[config.mk]
export PLATFORM = sky130hd
export DESIGN_NAME = line_fill_scheduler
export DESIGN_NICKNAME = d
export VERILOG_FILES = /design/src/rtl/line_fill_scheduler.sv
export SDC_FILE = /design/constraint.sdc
export NUM_CORES = 1
export LEC_CHECK = 0
export CELL_PAD_IN_SITES_DETAIL_PLACEMENT = 0
export CELL_PAD_IN_SITES_GLOBAL_PLACEMENT = 1
export CORE_MARGIN = 5
export CORE_UTILIZATION = 30
export CTS_CLUSTER_DIAMETER = 30
export CTS_CLUSTER_SIZE = 12
export DETAILED_ROUTE_END_ITERATION = 10
export HOLD_SLACK_MARGIN = 0.03
export PLACE_DENSITY_LB_ADDON = 0.1
export SLEW_MARGIN = 20
export SYNTH_ARGS = -nofsm -noshare
export SYNTH_HDL_FRONTEND = slang
export SYNTH_SLANG_ARGS = --single-unit
[constraint.sdc]
create_clock -name Clk -period 1.6 [get_ports Clk]
set_clock_uncertainty 0.2 [all_clocks]
set_input_delay 0.24 -clock Clk [delete_from_list [all_inputs] [get_ports Clk]]
set_output_delay 0.24 -clock Clk [all_outputs]
set_load 0.03 [all_outputs]
[src/rtl/line_fill_scheduler.sv]
// Ping-pong line buffer fill sequencer: on each line start it swaps halves and fetches the next line.
// Optional build macro LFS_UNDERRUN_COUNT_EN adds a saturating overrun counter output.
module line_fill_scheduler #(
  parameter int H_ACTIVE = 32'd640,
  parameter int V_ACTIVE = 32'd480,
  parameter int XW       = 32'd10
) (
  input  logic          Clk,
  input  logic          Reset,
  input  logic          line_start,
  input  logic [XW-1:0] line_y,
  output logic          select,
  output logic          write_en,
  output logic [XW-1:0] write_X,
  output logic [XW-1:0] write_Y,
  output logic [3:0]    write_data,
  output logic          pix_req,
  output logic [XW-1:0] pix_x,
  output logic [XW-1:0] pix_y,
  input  logic          pix_valid,
  input  logic [3:0]    pix_data,
  output logic          busy,
  output logic          underrun,
`ifdef LFS_UNDERRUN_COUNT_EN
  output logic [7:0]    underrun_cnt,
`endif
  input  logic          clr_underrun
);

  typedef enum logic [1:0] {
    ST_IDLE = 2'd0,
    ST_FILL = 2'd1,
    ST_DONE = 2'd2
  } state_t;

  localparam logic [XW-1:0] LAST_X = XW'(H_ACTIVE - 1);
  localparam logic [XW-1:0] LAST_Y = XW'(V_ACTIVE - 1);
  localparam logic [XW-1:0] ONE_X  = XW'(1);
  localparam logic [XW-1:0] ZERO_X = {XW{1'b0}};

  state_t        state_q, state_d;
  logic          select_q, select_d;
  logic [XW-1:0] x_q, x_d;
  logic [XW-1:0] target_y_q, target_y_d;
  logic          write_en_q, write_en_d;
  logic [XW-1:0] write_x_q, write_x_d;
  logic [XW-1:0] write_y_q, write_y_d;
  logic [3:0]    write_data_q, write_data_d;
  logic          underrun_q, underrun_d;
  logic          accept_s;
  logic          overrun_s;

  // A pixel is taken only while fetching and never in a line-start cycle.
  assign accept_s  = (state_q == ST_FILL) && pix_valid && !line_start;
  assign overrun_s = line_start && (state_q == ST_FILL);

  // Next-state logic: line_start dominates, then pixel acceptance.
  always_comb begin
    state_d      = state_q;
    select_d     = select_q;
    x_d          = x_q;
    target_y_d   = target_y_q;
    write_en_d   = 1'b0;
    write_x_d    = write_x_q;
    write_y_d    = write_y_q;
    write_data_d = write_data_q;
    if (line_start) begin
      select_d   = ~select_q;
      target_y_d = (line_y == LAST_Y) ? ZERO_X : (line_y + ONE_X);
      x_d        = ZERO_X;
      state_d    = ST_FILL;
    end else if (accept_s) begin
      write_en_d   = 1'b1;
      write_x_d    = x_q;
      write_y_d    = target_y_q;
      write_data_d = pix_data;
      if (x_q == LAST_X) begin
        state_d = ST_DONE;
      end else begin
        x_d = x_q + ONE_X;
      end
    end else begin
      state_d = state_q;
    end

    if (overrun_s) begin
      underrun_d = 1'b1;
    end else if (clr_underrun) begin
      underrun_d = 1'b0;
    end else begin
      underrun_d = underrun_q;
    end
  end

  // State and output registers with synchronous active-low reset.
  always_ff @(posedge Clk) begin
    if (!Reset) begin
      state_q      <= ST_IDLE;
      select_q     <= 1'b0;
      x_q          <= ZERO_X;
      target_y_q   <= ZERO_X;
      write_en_q   <= 1'b0;
      write_x_q    <= ZERO_X;
      write_y_q    <= ZERO_X;
      write_data_q <= 4'd0;
      underrun_q   <= 1'b0;
    end else begin
      state_q      <= state_d;
      select_q     <= select_d;
      x_q          <= x_d;
      target_y_q   <= target_y_d;
      write_en_q   <= write_en_d;
      write_x_q    <= write_x_d;
      write_y_q    <= write_y_d;
      write_data_q <= write_data_d;
      underrun_q   <= underrun_d;
    end
  end

  assign select     = select_q;
  assign write_en   = write_en_q;
  assign write_X    = write_x_q;
  assign write_Y    = write_y_q;
  assign write_data = write_data_q;
  assign pix_req    = (state_q == ST_FILL);
  assign busy       = (state_q == ST_FILL);
  assign pix_x      = x_q;
  assign pix_y      = target_y_q;
  assign underrun   = underrun_q;

`ifdef LFS_UNDERRUN_COUNT_EN
  logic [7:0] cnt_q, cnt_d;

  // Saturating overrun counter; an increment beats a simultaneous clear.
  always_comb begin
    cnt_d = cnt_q;
    if (overrun_s) begin
      cnt_d = (cnt_q == 8'd255) ? 8'd255 : (cnt_q + 8'd1);
    end else if (clr_underrun) begin
      cnt_d = 8'd0;
    end else begin
      cnt_d = cnt_q;
    end
  end

  // Counter register.
  always_ff @(posedge Clk) begin
    if (!Reset) begin
      cnt_q <= 8'd0;
    end else begin
      cnt_q <= cnt_d;
    end
  end

  assign underrun_cnt = cnt_q;
`endif

endmodule

==> run_results.csv, run 1 <==
group,metric,value,unit
die,die_area,0.00894,sq mm
global_routing,grt_pass1_wl,9.11,mm
synthesis,ys.warnings.count,0,
routing,drt_pass1_iterations,2,
synthesis,synth_top_family_by_area,"simple AND/OR/NAND/NOR gates",
setup_path,setup.worst_path.start_class,"flop",
power_and_ir_drop,clkPwrFrac,0.358,
placed_design,dp_hpwl,4.28,mm
cells_and_area,multi_input_area,0.00112,sq mm
worst_hold_path,hp-class,"input port to flop",
synthesis,syn_avg_cell_area,8.83,sq um
routing,remaining_drc_errors,0,
synthesis,yosys.area_share.simple,0.253,
synthesis,ys_types,40,
placed_design,gp_congestion,0.815,
synthesis,synth_fa_ha_area_frac,0.0117,
cts,htree_levels,2,
synthesis,synthArstFlopShare,0,
power_and_ir_drop,total_power,2.51,mW
cells_and_area,layout-drive-gt1-share,0.254,
power_and_ir_drop,power_per_cell_area,741,mW/mm^2
cells_and_area,final_nets,371,
power_and_ir_drop,seq_power_share,0.505,
sta,hold_violations,0,
power_and_ir_drop,ir_drop,0.000432,V
die,die_w,94.6,um
synthesis,syn-cell-area,0.00214,sq mm
sta,rsz0062_at_grt,"yes",
synthesis,synth_compound_area_frac,0.179,
setup_path,crit_slowest_cell,"dfxtp_4",
cts,holdBufCountCts,0,
power_and_ir_drop,p_sw,0.625,mW
power_and_ir_drop,p_comb_frac,0.137,
setup_path,cp.arrival,1560,ps
setup_path,cp-end-kind,"flop",
routing,wire_per_inst,12.4,um
power_and_ir_drop,p_int,1.88,mW
synthesis,synthCells,243,
routing,vias_per_cell,4.46,
cts,clock_latency,300,ps
sta,slew_violations,0,
synthesis,ys_ff_latch,49,
die,fp-row-count,30,
die,die_h,94.6,um
synthesis,synth_xor_area_frac,0.0490,
die,pin_count,68,
routing,drt_iter0_markers,47,
cts,root_buffer,"clkbuf_8",
sta,setup_viol,0,
run_status,status,"completed",
cells_and_area,mostFrequentLayoutCells,"nand2_1 (65), buf_4 (50), dlygate4sd2_1 (43), dfxtp_1 (40), a21boi_0 (24)",
setup_path,worstPathCellList,"ha_4 > and3_4 > a31oi_4 > buf_4 > a31o_2",
global_routing,antenna_found_initial,0,
synthesis,synth-main-ff-cell,"dfxtp_1",
cells_and_area,final_common_cell,"nand2_1",
die,start_util,0.312,
setup_path,required,1600,ps
routing,num_vias,1993,
sta,final.setup.worst_slack,37.7,ps
routing,ant_nets,0,
global_routing,grt_pass1_vias,1900,
synthesis,synth-seq-area-share,0.457,
sta,finalCriticalPeriod,1560,ps
flow_run,max_cap_violations,0,
power_and_ir_drop,leakage,1.47,nW
setup_path,max_stage_delay,380,ps
worst_hold_path,worstHoldPathCells,3,
global_routing,grt-ovfl-total,0,
placed_design,port_buffers,67,
cells_and_area,antenna_cells,0,
cts,cts_buffer_depth,2,
setup_path,critPathMaxFanout,6,
setup_path,critPathKind,"flop to flop",
placed_design,dp_slack,-438,ps
sta,tightest_slew,329,ps
sta,fmax,640,MHz
synthesis,synthMuxAreaShare,0,
cells_and_area,area_delta_synth_final,57.8,%
synthesis,syn_nets,264,
routing,routed_wl,5.53,mm
die,core,0.00687,sq mm
cts,numCtsBuffers,5,
global_routing,grtUsageTotal,0.129,
sta,slew_headroom,0.781,
power_and_ir_drop,switching_share,0.249,
cts,tritoncts,"built",
cts,cts.sinks,49,
cts,clkTransAtPathRegs,90,ps
sta,finalCritPeriodShare,0.976,
setup_path,r2r_cells,5,
cells_and_area,nFillCells,721,
global_routing,grt_max_degree,20,
cells_and_area,layout.area.seq,997,sq um
synthesis,synth_edf_count,0,
routing by layer:
metal,global-route usage,vias up,share of wire
met2,0.221,38,0.49
met4,0.0433,0,0.013
met1,0.155,910,0.44
met3,0.0343,10,0.052
li1,-,1035,-
met5,0,-,0
metrics by stage:
step | utilization | instance area, sq um | TNS, ps | std cells | hold slack (ps)
after floorplan | - | 2200 | -58.8 | 243 | 153
after global placement | 0.472 | 3240 | -10920 | 432 | 248
after detailed placement | 0.472 | 3240 | -11860 | 432 | 256
after CTS | 0.484 | 3320 | 0 | 442 | 175
after global routing | 0.493 | 3380 | -4.15 | 447 | 211
final | 0.493 | 3380 | 0 | 447 | 179
registers in the layout, summed over array words and instances, names as in the netlist:
signal / count
pix_x: 10
pix_y: 10
write_X: 10
write_Y: 10
write_data: 4
state_q: 2
select: 1
underrun: 1
write_en: 1
kinds of logic after synthesis:
kind of cell	Yosys count
AO/OA/AOI/OAI	53
XOR/XNOR	12
adder cells (fa/ha/maj)	2
buffers and inverters	19
flip-flops	49
AND/OR/NAND/NOR	108
final cells by class:
type	count	area share
clock buffer	6	0.0214
clock inverter	2	0.0115
inverter	3	0.00333
multi-input combinational	175	0.330
sequential	49	0.295
tap	96	0.0355
timing repair buffer	116	0.304
power groups by stage:
stage,clock (mW),combinational (mW),sequential (mW)
2_1_floorplan,0,0.109,1.35
3_3_place_gp,0,0.364,1.30
3_5_place_dp,0,0.364,1.30
4_1_cts,0.927,0.349,1.27
5_1_grt,0.979,0.372,1.27
6_report,0.898,0.344,1.27
synthesized netlist by cell type, drive strengths merged (2+ instances only):
master,count,area (sq um)
clkbuf,4,15.0
and3,3,23.8
a21oi,3,15.0
xor2,4,35.0
o21a,2,15.0
and2,2,12.5
a21boi,24,180
o21ai,12,60.1
a31oi,4,31.3
nand2,66,248
xnor2,8,70.1
inv,3,11.3
dfxtp,49,981
nand3,7,35.0
nand4,4,40.0
buf,12,81.3
nor2,13,48.8
nor2b,5,31.3
ha,2,25.0
critical path: cells and delay by family, from the launching register on:
kind                     cells  cell delay, ps
adder cells (fa/ha/maj)      1             140
buffers and inverters        1             150
AND/OR/NAND/NOR              1             240
flip-flops                   1             380
AO/OA/AOI/OAI                2             340
worst paths after layout:
kind	endpoint	slack (ps)	from
max	pix_x[2]	40	pix_x[1]
max reg2reg	pix_x[2]	40	pix_x[1]
min	pix_y[0]	180	line_y[0]
min reg2reg	write_data[3]	260	write_data[3]
timing repair:
action                                  in CTS  in global routing
endpoints found under the setup margin      55                 16
gates resized for setup                     50                 10
buffers inserted                             2                  5
pin swaps                                    6                  4
Power figures use the tool's default switching activity.
==> run 2, diff against run 1 <==
Settings changed: CORE_UTILIZATION 30 to 33, REMOVE_ABC_BUFFERS from default to 1.
Clock period 1.6 ns to 1.7 ns, I/O delays scaled along.
==> run_results.csv, run 2 (synthesis gave the netlist of run 1 again) <==
group,metric,value,unit
setup_path,critPathKind,"flop to primary output",
global_routing,grt_max_degree,20,
cells_and_area,final_nets,357,
sta,finalCritPeriodShare,0.960,
placed_design,dp_hpwl,3.94,mm
cts,numCtsBuffers,5,
cts,cts.sinks,49,
routing,remaining_drc_errors,0,
cells_and_area,area_delta_synth_final,45.5,%
setup_path,max_stage_delay,400,ps
global_routing,antenna_found_initial,0,
cts,holdBufCountCts,0,
die,core,0.00635,sq mm
placed_design,gp_congestion,0.829,
routing,drt_iter0_markers,40,
setup_path,setup.worst_path.start_class,"flop",
worst_hold_path,hp-class,"input port to flop",
routing,ant_nets,0,
cells_and_area,layout-drive-gt1-share,0.166,
power_and_ir_drop,power_per_cell_area,688,mW/mm^2
die,die_w,90.6,um
routing,num_vias,1910,
routing,drt_pass1_iterations,4,
cells_and_area,layout.area.seq,981,sq um
setup_path,critPathMaxFanout,5,
cells_and_area,antenna_cells,0,
cts,root_buffer,"clkbuf_8",
cells_and_area,nFillCells,635,
placed_design,dpl_cell_area,0.00307,sq mm
cells_and_area,final_area,0.00312,sq mm
sta,slew_violations,0,
cells_and_area,mostFrequentLayoutCells,"nand2_1 (66), dfxtp_1 (49), dlygate4sd2_1 (46), buf_4 (36), a21boi_0 (24)",
cells_and_area,multi_input_area,0.00107,sq mm
sta,hold_violations,0,
die,pin_count,68,
cells_and_area,fin_cells,414,
flow_run,max_cap_violations,0,
power_and_ir_drop,leakage,1.39,nW
setup_path,critical_path.top_delay_family,"buffers and inverters",
global_routing,grt-ovfl-total,0,
sta,slew_headroom,0.783,
placed_design,placed_cells,404,
setup_path,worstPathCellList,"buf_4 > dlygate4sd2_1",
routing,vias_per_cell,4.61,
die,die_h,90.6,um
setup_path,cp.arrival,1180,ps
die,die_area,0.00821,sq mm
sta,finalCriticalPeriod,1630,ps
cts,cts_buffer_depth,2,
sta,tightest_slew,327,ps
setup_path,required,1240,ps
setup_path,crit_slowest_cell,"dlygate4sd2_1",
routing,routed_wl,5.16,mm
cts,tritoncts,"built",
setup_path,path_buf_inv,2,
die,start_util,0.338,
sta,setup_viol,0,
power_and_ir_drop,ir_drop,0.000347,V
global_routing,grt_pass1_wl,8.69,mm
setup_path,cp-end-kind,"primary output",
setup_path,r2r_slack,110,ps
cts,clkTransAtPathRegs,80,ps
global_routing,grtUsageTotal,0.128,
cts,htree_levels,2,
placed_design,port_buffers,67,
sta,fmax,613,MHz
run_status,status,"completed",
die,fp-row-count,29,
routing,wire_per_inst,12.5,um
sta,rsz0062_at_grt,"no",
global_routing,grt_pass1_vias,1872,
cells_and_area,final_common_cell,"nand2_1",
cts,clock_latency,300,ps
[run 2: cell types whose count changed in the layout (fill, tap and decap cells not counted), moves of 3 or more]
cell,change
clkdlybuf4s15_1,-3
dlygate4sd2_1,+3
buf_4,-14
dfxtp_2,-7
buf_12,-3
dfxtp_1,+9
[run 2: metrics by stage]
step | hold WS, ps | power, mW | utilization | setup WS [ps] | setup TNS [ps]
after global placement | 249 | 1.54 | 0.484 | -340 | -6910
after detailed placement | 258 | 1.54 | 0.484 | -386 | -7980
after CTS | 268 | 2.19 | 0.490 | 10.1 | 0
after global routing | 137 | 2.26 | 0.491 | 4.37 | 0
final | 118 | 2.15 | 0.491 | 67.6 | 0
after floorplan | 155 | 1.35 | - | -214 | -684
[run 2: layout make-up]
class                   instances  share of cell area
well taps                      77              0.0309
repair buffers                102               0.283
inverters                       3             0.00361
clock buffers                   8              0.0257
flip-flops and latches         49               0.314
multi-input cells             175               0.342
[run 2: power by group]
group	internal [mW]	switching [mW]	leakage (nW)
Sequential	1.17	0.0193	0.398
Combinational	0.141	0.162	0.950
Clock	0.293	0.357	0.0395
Total	1.61	0.538	1.39
[run 2: repair_timing]
action | 4_1_cts | 5_1_grt
setup buffers | 1 | 1
pin swaps | 6 | 3
endpoints found under the setup margin | 56 | 11
gates resized for setup | 49 | 5
[run 2: per-layer routing]
layer / vias to the layer above / routed length [um] / part of all wire / track usage
met5: - / 0 / 0 / 0
met4: 0 / 84 / 0.016 / 0.0484
met3: 6 / 254 / 0.049 / 0.0333
met2: 38 / 2550 / 0.49 / 0.225
met1: 859 / 2270 / 0.44 / 0.148
li1: 1007 / - / - / -
[run 2: worst paths after layout]
kind	from	endpoint	depth (start not counted)
max	pix_x[0]	pix_x[0]	2
min	line_y[0]	pix_y[0]	3
max reg2reg	pix_x[0]	pix_x[2]	5
min reg2reg	write_data[3]	write_data[3]	2
[run 2: tightest hold or removal path: stages]
cell and delay (ps):
dlymetal6s2s_1 110, buf_4 130, o21ai_0 70
==> run 3, diff against run 2 <==
Settings changed: CORE_UTILIZATION 33 to 36.
Clock period 1.7 ns to 1.95 ns, I/O delays scaled along.
==> run_results.csv, run 3 (synthesis gave the netlist of run 1 again) <==
group,metric,value,unit
sta,hold_violations,0,
setup_path,worstPathCellList,"clkdlybuf4s50_1",
routing,drt_pass1_iterations,4,
setup_path,cp.arrival,1370,ps
routing,ant_nets,0,
cts,cts.sinks,49,
cells_and_area,post-route-util,0.532,
routing,remaining_drc_errors,0,
setup_path,required,1460,ps
die,fp-row-count,28,
cts,tritoncts,"built",
cells_and_area,fin_cells,401,
sta,setup_tns,0,ps
die,die_w,87.2,um
placed_design,placed_cells,393,
die,start_util,0.367,
run_status,status,"completed",
routing,drt_iter0_markers,44,
sta,setup_viol,0,
sta,rsz0062_at_grt,"no",
die,die_area,0.00760,sq mm
setup_path,crit_slowest_cell,"clkdlybuf4s50_1",
setup_path,critPathMaxFanout,3,
routing,vias_per_cell,4.63,
placed_design,port_buffers,67,
cells_and_area,final_nets,346,
setup_path,critPathKind,"flop to primary output",
setup_path,setup.worst_path.start_class,"flop",
cells_and_area,nFillCells,579,
power_and_ir_drop,power_per_cell_area,655,mW/mm^2
global_routing,grt_pass1_vias,1884,
sta,finalCriticalPeriod,1860,ps
global_routing,grt_max_degree,25,
cells_and_area,multi_input_area,0.00106,sq mm
cells_and_area,layout-drive-gt1-share,0.129,
setup_path,path_buf_inv,1,
cells_and_area,mostFrequentLayoutCells,"nand2_1 (66), clkdlybuf4s50_1 (55), dfxtp_1 (49), a21boi_0 (24), buf_4 (24)",
cts,post_cts_buffers,0,
setup_path,max_stage_delay,690,ps
die,pin_count,68,
power_and_ir_drop,leakage,1.24,nW
placed_design,gp_congestion,0.852,
sta,slew_headroom,0.727,
setup_path,cp-end-kind,"primary output",
cells_and_area,final_common_cell,"nand2_1",
die,die_h,87.2,um
worst_hold_path,hp-class,"flop to flop",
setup_path,critical_path.top_delay_family,"buffers and inverters",
cells_and_area,area_delta_synth_final,45.2,%
sta,finalCritPeriodShare,0.953,
cts,htree_levels,2,
cells_and_area,layout.area.seq,981,sq um
global_routing,grt_pass1_wl,8.69,mm
global_routing,antenna_found_initial,0,
cts,clkTransAtPathRegs,90,ps
cts,numCtsBuffers,5,
sta,tightest_slew,408,ps
global_routing,grt-ovfl-total,0,
die,core,0.00585,sq mm
power_and_ir_drop,ir_drop,0.000407,V
cells_and_area,antenna_cells,0,
placed_design,dp_hpwl,3.86,mm
flow_run,max_cap_violations,0,
cts,clock_latency,290,ps
sta,slew_violations,0,
routing,routed_wl,4.98,mm
routing,wire_per_inst,12.4,um
cts,cts_buffer_depth,2,
power_and_ir_drop,total_power,2.04,mW
routing,num_vias,1857,
cts,holdBufCountCts,0,
cts,root_buffer,"clkbuf_8",
sta,fmax,538,MHz
global_routing,grtUsageTotal,0.142,
-- run 3: changes by cell type in the layout (fill, tap and decap cells not counted), sizes merged --
cell and delta:
buf -13, clkbuf -2, clkdlybuf4s50 +39, dlymetal6s2s +3, bufinv +1, dlygate4sd2 -39
-- run 3: path summary, 6_finish.rpt --
path	startpoint	end	slack, ps	cells past startpoint
setup / recovery	pix_y[9]	pix_y[9]	90	1
hold / removal	write_X[3]	write_X[3]	260	2
setup reg to reg	pix_x[0]	pix_x[6]	260	5
hold reg to reg	write_X[3]	write_X[3]	260	2
-- run 3: layout make-up --
type,instances,share of cell area
multi-input cells,175,0.339
well taps,75,0.0301
repair buffers,91,0.275
flip-flops and latches,49,0.315
clock inverters,1,0.00965
inverters,3,0.00362
clock buffers,7,0.0277
-- run 3: stage by stage --
step                      setup slack (ps)  instance area [sq um]  hold WS [ps]
after global placement               -99.3                   2990           249
after global routing                  15.3                   3110           287
after detailed placement              -158                   2990           258
after floorplan                       36.1                   2050           193
final                                 92.3                   3110           265
after CTS                             5.29                   3100           271
-- run 3: layer usage --
layer	up-vias	track usage	share of wire
li1	978	-	-
met1	834	0.178	0.44
met2	41	0.243	0.49
met3	4	0.0322	0.057
met4	0	0.0446	0.0094
met5	-	0	0
-- run 3: what timing repair did --
| action | 4_1_cts | 5_1_grt |
|---|---|---|
| endpoints found under the setup margin | 7 | 5 |
| gates resized for setup | 7 | 5 |
| pin swaps | 0 | 0 |
-- run 3: where the power goes --
group / leakage, nW / total, mW / internal, mW / switching (mW)
registers: 0.398 / 1.04 / 1.02 / 0.0166
clock network: 0.0585 / 0.733 / 0.418 / 0.314
logic: 0.779 / 0.265 / 0.128 / 0.137
total: 1.24 / 2.04 / 1.57 / 0.468
